### src/rtl/vecmac_accum.sv
// Result-side accumulator for the int8 vector MAC: sums cfg_len+1 tree beats per vector and queues results in a FIFO.
// Optional: define VECMAC_ACCUM_SAT_EN to saturate the accumulator on overflow instead of wrapping.
module vecmac_accum #(
  parameter int SUMW       = 19,
  parameter int ACCW       = 32,
  parameter int FIFO_DEPTH = 4
) (
  input  logic            clk,
  input  logic            rst,
  input  logic            clear,
  input  logic [7:0]      cfg_len,
  input  logic            in_valid,
  input  logic [SUMW-1:0] in_sum,
  output logic            res_valid,
  input  logic            res_ready,
  output logic [ACCW-1:0] res_data,
  output logic            res_ovf,
  output logic            busy,
  output logic            drop_err
);

  localparam int AW = $clog2(FIFO_DEPTH);

  typedef enum logic {IDLE, ACC} state_t;

  state_t          r_state;
  logic [7:0]      r_count;
  logic [7:0]      r_len;
  logic [ACCW-1:0] r_acc;
  logic            r_ovf;
  logic [AW:0]     r_wr_ptr;
  logic [AW:0]     r_rd_ptr;
  logic            r_drop_err;
  logic [ACCW:0]   r_mem [FIFO_DEPTH];

  logic [ACCW-1:0] w_sum_ext;
  logic [ACCW:0]   w_add;
  logic            w_beat;
  logic            w_last;
  logic [ACCW-1:0] w_final;
  logic            w_final_ovf;
  logic            w_empty;
  logic            w_full;
  logic            w_pop;
  logic            w_push;

  // Bit ACCW of the return value is the carry-out; the low bits are the new accumulator.
  function automatic logic [ACCW:0] add_acc(input logic [ACCW-1:0] a, input logic [ACCW-1:0] b);
    logic [ACCW:0] s;
    s = {1'b0, a} + {1'b0, b};
`ifdef VECMAC_ACCUM_SAT_EN
    if (s[ACCW]) s[ACCW-1:0] = '1;
`endif
    return s;
  endfunction

  always_comb begin
    w_sum_ext   = ACCW'(in_sum);
    w_add       = add_acc(r_acc, w_sum_ext);
    w_beat      = in_valid && !clear;
    w_last      = w_beat && (((r_state == IDLE) && (cfg_len == 8'd0)) ||
                             ((r_state == ACC) && (r_count == r_len)));
    w_final     = (r_state == IDLE) ? w_sum_ext : w_add[ACCW-1:0];
    w_final_ovf = (r_state == IDLE) ? 1'b0 : (r_ovf | w_add[ACCW]);
    w_empty     = (r_wr_ptr == r_rd_ptr);
    w_full      = (r_wr_ptr[AW] != r_rd_ptr[AW]) && (r_wr_ptr[AW-1:0] == r_rd_ptr[AW-1:0]);
    w_pop       = !w_empty && res_ready;
    // A pop in the same cycle frees the slot, so a full FIFO can still accept.
    w_push      = w_last && (!w_full || w_pop);
  end

  always_ff @(posedge clk or posedge rst) begin
    if (rst) begin
      r_state    <= IDLE;
      r_count    <= 8'd0;
      r_len      <= 8'd0;
      r_acc      <= '0;
      r_ovf      <= 1'b0;
      r_wr_ptr   <= '0;
      r_rd_ptr   <= '0;
      r_drop_err <= 1'b0;
    end else if (clear) begin
      r_state    <= IDLE;
      r_count    <= 8'd0;
      r_acc      <= '0;
      r_ovf      <= 1'b0;
      r_wr_ptr   <= '0;
      r_rd_ptr   <= '0;
      r_drop_err <= 1'b0;
    end else begin
      if (w_pop) r_rd_ptr <= r_rd_ptr + 1'b1;
      if (w_push) r_wr_ptr <= r_wr_ptr + 1'b1;
      if (w_last && !w_push) r_drop_err <= 1'b1;
      case (r_state)
        IDLE: begin
          if (in_valid) begin
            r_len <= cfg_len;
            if (cfg_len != 8'd0) begin
              r_state <= ACC;
              r_count <= 8'd1;
              r_acc   <= w_sum_ext;
              r_ovf   <= 1'b0;
            end
          end
        end
        ACC: begin
          if (in_valid) begin
            if (r_count == r_len) begin
              r_state <= IDLE;
              r_count <= 8'd0;
              r_ovf   <= 1'b0;
            end else begin
              r_acc   <= w_add[ACCW-1:0];
              r_count <= r_count + 8'd1;
              r_ovf   <= w_final_ovf;
            end
          end
        end
        default: r_state <= IDLE;
      endcase
    end
  end

  always_ff @(posedge clk) begin
    if (w_push) r_mem[r_wr_ptr[AW-1:0]] <= {w_final_ovf, w_final};
  end

  // Storage is never reset, so the head is masked to zero whenever the FIFO is empty.
  always_comb begin
    res_valid           = !w_empty;
    {res_ovf, res_data} = w_empty ? '0 : r_mem[r_rd_ptr[AW-1:0]];
    busy                = (r_state == ACC);
    drop_err            = r_drop_err;
  end

endmodule
### config.mk
export PLATFORM = sky130hd
export DESIGN_NAME = vecmac_accum
export DESIGN_NICKNAME = d
export VERILOG_FILES = /design/src/rtl/vecmac_accum.sv
export SDC_FILE = /design/constraint.sdc
export NUM_CORES = 1
export LEC_CHECK = 0
export ABC_AREA = 1
export ABC_CLOCK_PERIOD_IN_PS = 8500
export CAP_MARGIN = 20
export CORE_ASPECT_RATIO = 1.75
export CORE_MARGIN = 10
export CORE_UTILIZATION = 40
export CTS_CLUSTER_DIAMETER = 200
export DETAILED_ROUTE_END_ITERATION = 12
export REMOVE_ABC_BUFFERS = 1
export SYNTH_ARGS = -nofsm -noshare
export SYNTH_HDL_FRONTEND = slang
export SYNTH_SLANG_ARGS = --single-unit
### constraint.sdc
create_clock -name clk -period 8.5 [get_ports clk]
set_clock_uncertainty 0.1 [all_clocks]
set_input_delay 1.275 -clock clk [delete_from_list [all_inputs] [get_ports clk]]
set_output_delay 1.275 -clock clk [all_outputs]
set_load 0.05 [all_outputs]
==> flow_summary.yaml <==
clocking:
  postCtsSetupBuffers: 0
  clkTransAtPathRegs_ns: 0.07
  clk_latency_ns: 0.43
  cts_tree: "done"
  cts-root-buf: "clkbuf_16"
  clk_path_buf_depth: 2
  cts_resized: 0
  cts_hold_buf: 0
  htreeDepth: 4
  cts_buffers: 17
  cts_sinks: 189
job:
  cap_violations: 0
drt:
  route.detailed.drc: 0
  wirelength_um: 24500
  drt_iter0_markers: 452
  firstDrtPassIters: 4
  ant_nets: 0
  wl_per_cell_um: 15.42
  vias_per_cell: 4.901
  vias: 7787
pwr:
  intPower_mw: 1.792
  vdd_drop_max_v: 0.00009716
  p_sw_mw: 1.013
  pwr-share-comb: 0.326
  power.leakage_nw: 5.307
  pwr-share-seq: 0.381
  p_sw_frac: 0.3612
  clkPwrFrac: 0.293
  power_density_nw_per_um2: 236.5
timing:
  rsz0062_at_grt: "false"
  finalSetupViolations: 0
  worstMarginPinSlew_ns: 0.8357
  finalMaxSlewViolations: 0
  slew_headroom: 0.4429
  fin_crit_sh: 0.5233
  hold_viol: 0
  min_period_ns: 4.448
  fmax_ghz: 0.2248
  whs_ns: 0.3813
  finalSetupTns_ns: 0
synth:
  ys_seq_area_frac: 0.5238
  synth.top_cell.area_share: 0.3852
  synth_edf_count: 132
  ys_ff_latch: 189
  synthCells: 1203
  yosysUniqueCellTypes: 45
  synth_area_um2: 10290
  postSynthAreaPerCell_um2: 8.554
  yosys.area.top_type: "edfxtp_1"
  synthTopCellsByArea: "edfxtp_1 (39%), dfrtp_1 (14%), nand2_1 (13%)"
  ys.flop_type: "edfxtp_1"
  async_reset_ff_frac: 0.3016
  yosys_warnings: 0
grt:
  antenna_found_initial: 0
  grt_use_total: 0.1545
  first_global_vias: 7851
  grt_max_degree: 70
  overflow: 0
  grt_pass1_wl_um: 40220
floorplan:
  core_area_um2: 25340
  fp.dieW_um: 141.2
  placementRows: 77
  num_io_pins: 68
  dieArea_um2: 32790
  start_util: 0.4061
  die_h_um: 232.2
setup_path:
  rr_worst_depth: 8
  cp_max_fo: 69
  rr_endpoint: "r_mem[0][7]"
  regToRegSetupSlack_ns: 5.73
  r2r_start: "busy"
  arrival_ns: 3.07
  required_ns: 7.12
  path_class: "flop to primary output"
  path_delay_family: "buffers and inverters"
  end_kind: "primary output"
  crit_chain: "buf_4, xor2_1, a21oi_2, nand2_2, nand2_1, inv_1, clkdlybuf4s50_1"
  cp_slowest_cell: "clkdlybuf4s50_1"
  path_buf_inv: 3
  cp-start-kind: "flop"
  slowest_delay_ns: 0.79
  cp-startpoint: "r_rd_ptr[1]"
worst_hold_path:
  min_to: "r_acc[3]"
  whs_path_depth: 2
  hold_path_class: "flop to flop"
  worstHoldStart: "r_acc[3]"
cells_and_area:
  final_cell_mix: "nand2_1 (343), inv_1 (164), nor2_1 (145)"
  fin_util: 0.4681
  antenna_cells_inserted: 0
  fin_nets: 1318
  final-seq-area_um2: 5393
  multi_input_area_um2: 4070
  syn2layout_area_growth_pct: 15.26
  fin_area_um2: 11860
  layout_commonest_cell: "nand2_1"
  fin_cells: 1589
  drive_gt1_frac: 0.08484
  nFillCells: 2471
status:
  status: "finished clean"
placed_design:
  port_buffers: 67
  dpl.cell_count: 1557
  placed_cell_area_um2: 11250
  dp_hpwl_um: 17550
  gp_congestion: 0.9296
==> per-stage QoR <==
stage	setup slack (ns)	power, mW
after floorplan	4.020	1.714
after global placement	4.441	2.012
after detailed placement	4.388	2.020
after CTS	3.916	2.844
after global routing	3.730	2.963
final	4.052	2.805
==> cell type report <==
class	count	share of cell area
Tap cell	316	0.03334
Timing Repair Buffer	77	0.06288
Clock buffer	17	0.03587
Inverter	172	0.05444
Clock inverter	15	0.01561
Sequential cell	189	0.4547
Multi-Input combinational cell	803	0.3432
==> cell families (layout without fill, tap and decap cells) <==
| group | Yosys count | count (layout) | share of synthesized area |
|---|---|---|---|
| simple gates | 634 | 634 | 0.2676 |
| buf+inv | 211 | 281 | 0.08159 |
| flops | 189 | 189 | 0.5238 |
| compound gates | 120 | 120 | 0.07430 |
| fa+ha+maj | 26 | 26 | 0.03234 |
| xor+xnor | 23 | 23 | 0.02031 |
==> sequential cells by signal, summed over array words and instances, names as in the netlist <==
name	flops
busy	1
drop_err	1
r_acc	32
r_count	8
r_len	8
r_mem	132
r_ovf	1
r_rd_ptr	3
r_wr_ptr	3
==> worst register-to-register path: cells and delay by family, from the launching register on <==
kind | cells | cell delay (ns)
flops | 1 | 0.59
buf+inv | 3 | 0.93
simple gates | 5 | 0.74
==> power by group through the flow <==
stage / clock [mW] / combinational [mW] / sequential (mW)
6_report: 0.822 / 0.915 / 1.07
5_1_grt: 0.881 / 1.01 / 1.07
4_1_cts: 0.841 / 0.933 / 1.07
3_5_place_dp: 0 / 0.931 / 1.09
3_3_place_gp: 0 / 0.924 / 1.09
2_1_floorplan: 0 / 0.606 / 1.11
==> worst max-delay path by stage <==
| stage | to | slack [ns] | cells past startpoint |
|---|---|---|---|
| after global placement | res_data[9] | 4.44 | 7 |
| after floorplan | res_data[0] | 4.02 | 6 |
| after detailed placement | res_data[12] | 4.39 | 7 |
| after global routing | res_data[19] | 3.73 | 7 |
| after CTS | res_data[12] | 3.92 | 7 |
| final | res_data[12] | 4.05 | 7 |
==> per-layer routing <==
metal	vias up	global-route usage	wire length (µm)
met1	3596	0.1630	9649
li1	4020	-	-
met5	-	0	0
met2	122	0.2801	13030
met4	0	0.09165	1081
met3	49	0.02518	735
==> cell usage after synthesis, types with 8 or more instances <==
| master | number |
|---|---|
| nand2_1 | 343 |
| nand3_2 | 9 |
| nand2_2 | 12 |
| dfrtp_1 | 57 |
| inv_1 | 165 |
| o32ai_1 | 33 |
| nor3_1 | 9 |
| ha_1 | 25 |
| o21ai_0 | 49 |
| nand4_1 | 20 |
| xnor2_1 | 15 |
| edfxtp_1 | 132 |
| nand3_1 | 50 |
| nor2_2 | 16 |
| a21oi_1 | 14 |
| buf_2 | 11 |
| o21ai_1 | 8 |
| nor2_1 | 149 |
| clkbuf_1 | 16 |
(Power assumes the default switching activity.)
